==> src/rtl/tpram_stream_fifo.sv <==
// Valid/ready stream FIFO controller that drives an external two-port RAM
// (write port A, registered read port B). A 2-entry output buffer gives first-word-fall-through.
module tpram_stream_fifo #(
    parameter int DW = 16,
    parameter int AW = 8
) (
    input  logic          clk,
    input  logic          rst,
    input  logic          in_valid,
    output logic          in_ready,
    input  logic [DW-1:0] in_data,
    output logic          out_valid,
    input  logic          out_ready,
    output logic [DW-1:0] out_data,
    output logic [AW+1:0] level,
    output logic          wea,
    output logic [AW-1:0] addra,
    output logic [DW-1:0] data_i_a,
    output logic          enb,
    output logic [AW-1:0] addrb,
    input  logic [DW-1:0] data_o_b
);

    localparam logic [AW:0] FULL_COUNT = {1'b1, {AW{1'b0}}};

    logic [AW-1:0] wr_ptr;
    logic [AW-1:0] rd_ptr;
    logic [AW:0]   ram_count;
    logic          rd_pending;
    logic [1:0]    buf_count;
    logic          head;
    logic [DW-1:0] buf_mem [2];

    logic          push;
    logic          pop;
    logic          issue;
    logic          tail;
    logic [2:0]    occ_next;

    assign in_ready  = (ram_count != FULL_COUNT);
    assign out_valid = (buf_count != 2'd0);
    assign push      = in_valid & in_ready;
    assign pop       = out_valid & out_ready;

    // Buffer occupancy after this cycle, counting a read already in flight;
    // a new read is only issued if its word will have a free slot on arrival.
    assign occ_next  = {1'b0, buf_count} + {2'b00, rd_pending} - {2'b00, pop};
    assign issue     = (ram_count != '0) && (occ_next <= 3'd1);
    assign tail      = head ^ buf_count[0];

    assign wea      = push;
    assign addra    = wr_ptr;
    assign data_i_a = in_data;
    assign enb      = issue;
    assign addrb    = rd_ptr;
    assign out_data = buf_mem[head];
    assign level    = {1'b0, ram_count}
                    + {{(AW+1){1'b0}}, rd_pending}
                    + {{AW{1'b0}}, buf_count};

    always_ff @(posedge clk or posedge rst) begin
        if (rst) begin
            wr_ptr     <= '0;
            rd_ptr     <= '0;
            ram_count  <= '0;
            rd_pending <= 1'b0;
            buf_count  <= 2'd0;
            head       <= 1'b0;
            buf_mem[0] <= '0;
            buf_mem[1] <= '0;
        end else begin
            if (push)
                wr_ptr <= wr_ptr + 1'b1;
            if (issue)
                rd_ptr <= rd_ptr + 1'b1;
            ram_count  <= ram_count + {{AW{1'b0}}, push} - {{AW{1'b0}}, issue};
            rd_pending <= issue;
            if (rd_pending)
                buf_mem[tail] <= data_o_b;
            if (pop)
                head <= ~head;
            buf_count  <= buf_count + {1'b0, rd_pending} - {1'b0, pop};
            if (rd_pending)
                assert (buf_count != 2'd2 || pop);
        end
    end

endmodule
==> config.mk <==
export PLATFORM = sky130hd
export DESIGN_NAME = tpram_stream_fifo
export DESIGN_NICKNAME = d
export VERILOG_FILES = /design/src/rtl/tpram_stream_fifo.sv
export SDC_FILE = /design/constraint.sdc
export NUM_CORES = 1
export LEC_CHECK = 0
export ABC_AREA = 0
export CELL_PAD_IN_SITES_DETAIL_PLACEMENT = 0
export CELL_PAD_IN_SITES_GLOBAL_PLACEMENT = 1
export CORE_MARGIN = 2
export CORE_UTILIZATION = 34
export CTS_CLUSTER_DIAMETER = 50
export DETAILED_ROUTE_END_ITERATION = 12
export GPL_TIMING_DRIVEN = 0
export PLACE_DENSITY = 0.84
export SYNTH_ARGS = -nofsm -noshare
export SYNTH_HDL_FRONTEND = slang
export SYNTH_SLANG_ARGS = --single-unit
==> constraint.sdc <==
create_clock -name clk -period 4 [get_ports clk]
set_input_delay 0.8 -clock clk [delete_from_list [all_inputs] [get_ports clk]]
set_output_delay 0.8 -clock clk [all_outputs]
set_load 0.02 [all_outputs]
==> results <==
-- final timing paths --
kind                                   startpoint                     end  slack (ns)  cells past startpoint
max                                     out_ready  ram_count[8]$_DFF_PP0_        0.16                     15
min                          addrb[7]$_DFFE_PP0P_    addrb[7]$_DFFE_PP0P_        0.47                      1
max reg2reg                buf_count[1]$_DFF_PP0_  ram_count[8]$_DFF_PP0_        0.20                     16
min reg2reg                  addrb[7]$_DFFE_PP0P_    addrb[7]$_DFFE_PP0P_        0.47                      1
max in group asynchronous                     rst    addrb[5]$_DFFE_PP0P_        2.62                      3
min in group asynchronous                     rst  buf_mem[5]$_DFFE_PP0P_        0.79                      2
-- critical path: stages --
cell and delay [ns]:
dlygate4sd2_1 0.25, and2_4 0.16, ha_4 0.25, inv_2 0.03, ha_4 0.15, fa_2 0.57
a211oi_4 0.06, ha_1 0.29, inv_1 0.04, ha_2 0.18, fa_2 0.36, a211o_1 0.29
nand4_1 0.12, or4b_1 0.44, o211ai_1 0.10
-- stage by stage --
step	TNS [ns]	power (mW)	setup WS [ns]	hold slack, ns
after floorplan	-0.158	3.12	-0.158	0.474
after detailed placement	-3.34	4.12	-0.815	0.465
final	0	4.63	0.157	0.471
after global routing	0	4.99	0.0128	0.506
after global placement	-2.94	4.04	-0.768	0.461
after CTS	0	4.68	0.00224	0.482
-- state kept, by name, indices dropped and copies added, names as in the netlist --
| name | cells |
|---|---|
| head | 1 |
| addrb | 8 |
| rd_pending | 1 |
| addra | 8 |
| buf_mem | 32 |
| ram_count | 9 |
| buf_count | 2 |
-- power groups by stage --
| stage | combinational [mW] | clock [mW] | sequential [mW] |
|---|---|---|---|
| final | 2.98 | 0.457 | 1.19 |
| after global routing | 3.23 | 0.507 | 1.24 |
| after CTS | 3.00 | 0.484 | 1.20 |
| after detailed placement | 2.92 | 0 | 1.20 |
| after global placement | 2.85 | 0 | 1.18 |
| after floorplan | 1.91 | 0 | 1.21 |
-- routing by layer --
| metal | share of wire | routed length [um] |
|---|---|---|
| met5 | 0 | 0 |
| met4 | 0.020 | 144 |
| met3 | 0.048 | 342 |
| met2 | 0.50 | 3570 |
| met1 | 0.43 | 3040 |
-- layout make-up --
type,count,area (um^2)
Fill cell,912,5100
Inverter,20,75.1
Clock buffer,10,138
Tap cell,133,166
Multi-Input combinational cell,168,1700
Timing Repair Buffer,88,873
Clock inverter,3,15.0
Buffer,21,175
Sequential cell,61,1530
-- synth_stat cells (3+ instances only) --
cell,number
dfrtp_1,61
mux2_2,40
ha_1,23
xnor2_1,21
inv_1,20
buf_4,17
mux2_4,10
nand4_1,10
nand2_1,9
xor2_1,8
a21oi_1,5
and3_1,4
fa_1,4
nor2_1,3
nor2b_1,3
-- kinds of logic after synthesis --
kind of cell | count (synthesis) | synth area share
AND/OR/NAND/NOR | 42 | 0.0754
flip-flops | 61 | 0.445
XOR/XNOR | 30 | 0.0787
adder cells (fa/ha/maj) | 27 | 0.107
multiplexers | 50 | 0.175
AO/OA/AOI/OAI | 19 | 0.0463
buffers and inverters | 41 | 0.0729
-- what timing repair did --
| item | CTS | global route |
|---|---|---|
| pin swaps | 4 | 2 |
| gates resized for setup | 5 | 2 |
| setup buffers | 5 | 1 |
| endpoints found under the setup margin | 5 | 1 |
==> out/qor.yml <==
status:
  outcome: "finished, final reports clean"
placement:
  portBuffers: 81
  place.gp.congestion: 0.776
  dpl_cell_area_um2: 4460
  dp.cells: 485
  dp_hpwl_mm: 5.14
finish:
  final_cell_mix: "79 x clkdlybuf4s50_1, 60 x dfrtp_1, 40 x mux2_2"
  area_growth_pct: 36.0
  final_common_cell: "clkdlybuf4s50_1"
  fin_util: 0.478
  fin_nets: 432
  fin_cells: 504
  antennaDiodeCount: 0
  final_area_um2: 4670
  drive_above_1_share: 0.299
clock_network:
  htreeDepth: 3
  cts_tree: "built"
  worstSkewPairLatency_ns: 0.34
  clkSinkCount: 61
  cts_buffers: 9
  clk_pin_slew_worst_paths_ns: 0.07
  hold_buffers: 0
  root_buffer: "clkbuf_8"
  clock_path_buffers: 2
critical_path:
  critPathCaptureType: "flip-flop"
  crit_arrival_ns: 4.10
  start_kind: "input port"
  crit_type: "in -> reg"
  critPathRequiredTime_ns: 4.25
  cp_max_fo: 3
logic_synthesis:
  ys_warn_count: 0
  netlist_area_um2: 3430
  synth-edff-count: 0
  synth_area_leaders: "dfrtp_1 44%, mux2_2 13%, ha_1 8.4%"
  synth_nets: 333
  yosysTopAreaCell: "dfrtp_1"
  synthFlopType: "dfrtp_1"
  syn-instance-count: 270
  ys_types: 41
  ys_ff_latch: 61
  synth_top_area_frac: 0.445
  syn_area_per_cell_um2: 12.7
  synthArstFlopShare: 1.00
  synth_seq_area_share: 0.445
power_and_ir_drop:
  power_switching_share: 0.405
  power_frac_comb: 0.643
  intPower_mw: 2.75
  power_switching_mw: 1.88
  powerDensity_nw_per_um2: 992
  p_leak_nw: 2.06
  p_clk_frac: 0.099
  peakVddDrop_mv: 0.702
  pwr-share-seq: 0.258
sta:
  slew_violations: 0
  min_period_ns: 3.84
  rsz0062_at_grt: "no"
  slew-limit-headroom: 0.690
  fmax_ghz: 0.260
  skew_ns: 0.00497
  worst_pin_slew_ns: 0.464
  hold_violations: 0
  setup-violations-final: 0
  period_share: 0.961
run:
  maxCapViolations: 0
global_routing:
  grt-ovfl-total: 0
  track_usage: 0.141
  grt_pass1_wl_mm: 12.0
  use_met3: 0.0307
  grt_util_met2: 0.244
  grt_max_degree: 43
  busiest_layer: "met2"
  first_global_vias: 2500
  grt_use_met1: 0.165
  antenna_found_initial: 0
drt:
  dr_total_vias: 2325
  wl_mm: 7.10
  ant_nets: 0
  routed_via_density: 4.61
  post-route-drc-count: 0
  drtIter0Drc: 44
  wire_per_inst_um: 14.1
  drt_pass1_iterations: 4
floorplanning:
  rows: 36
  die_y_um: 104
  core_um2: 9770
  ioPinCount: 98
  die_w_um: 104
  die_area_um2: 10900
  start_util: 0.351
worst_hold_path:
  hp-class: "reg -> reg"
(Power assumes the default switching activity.)
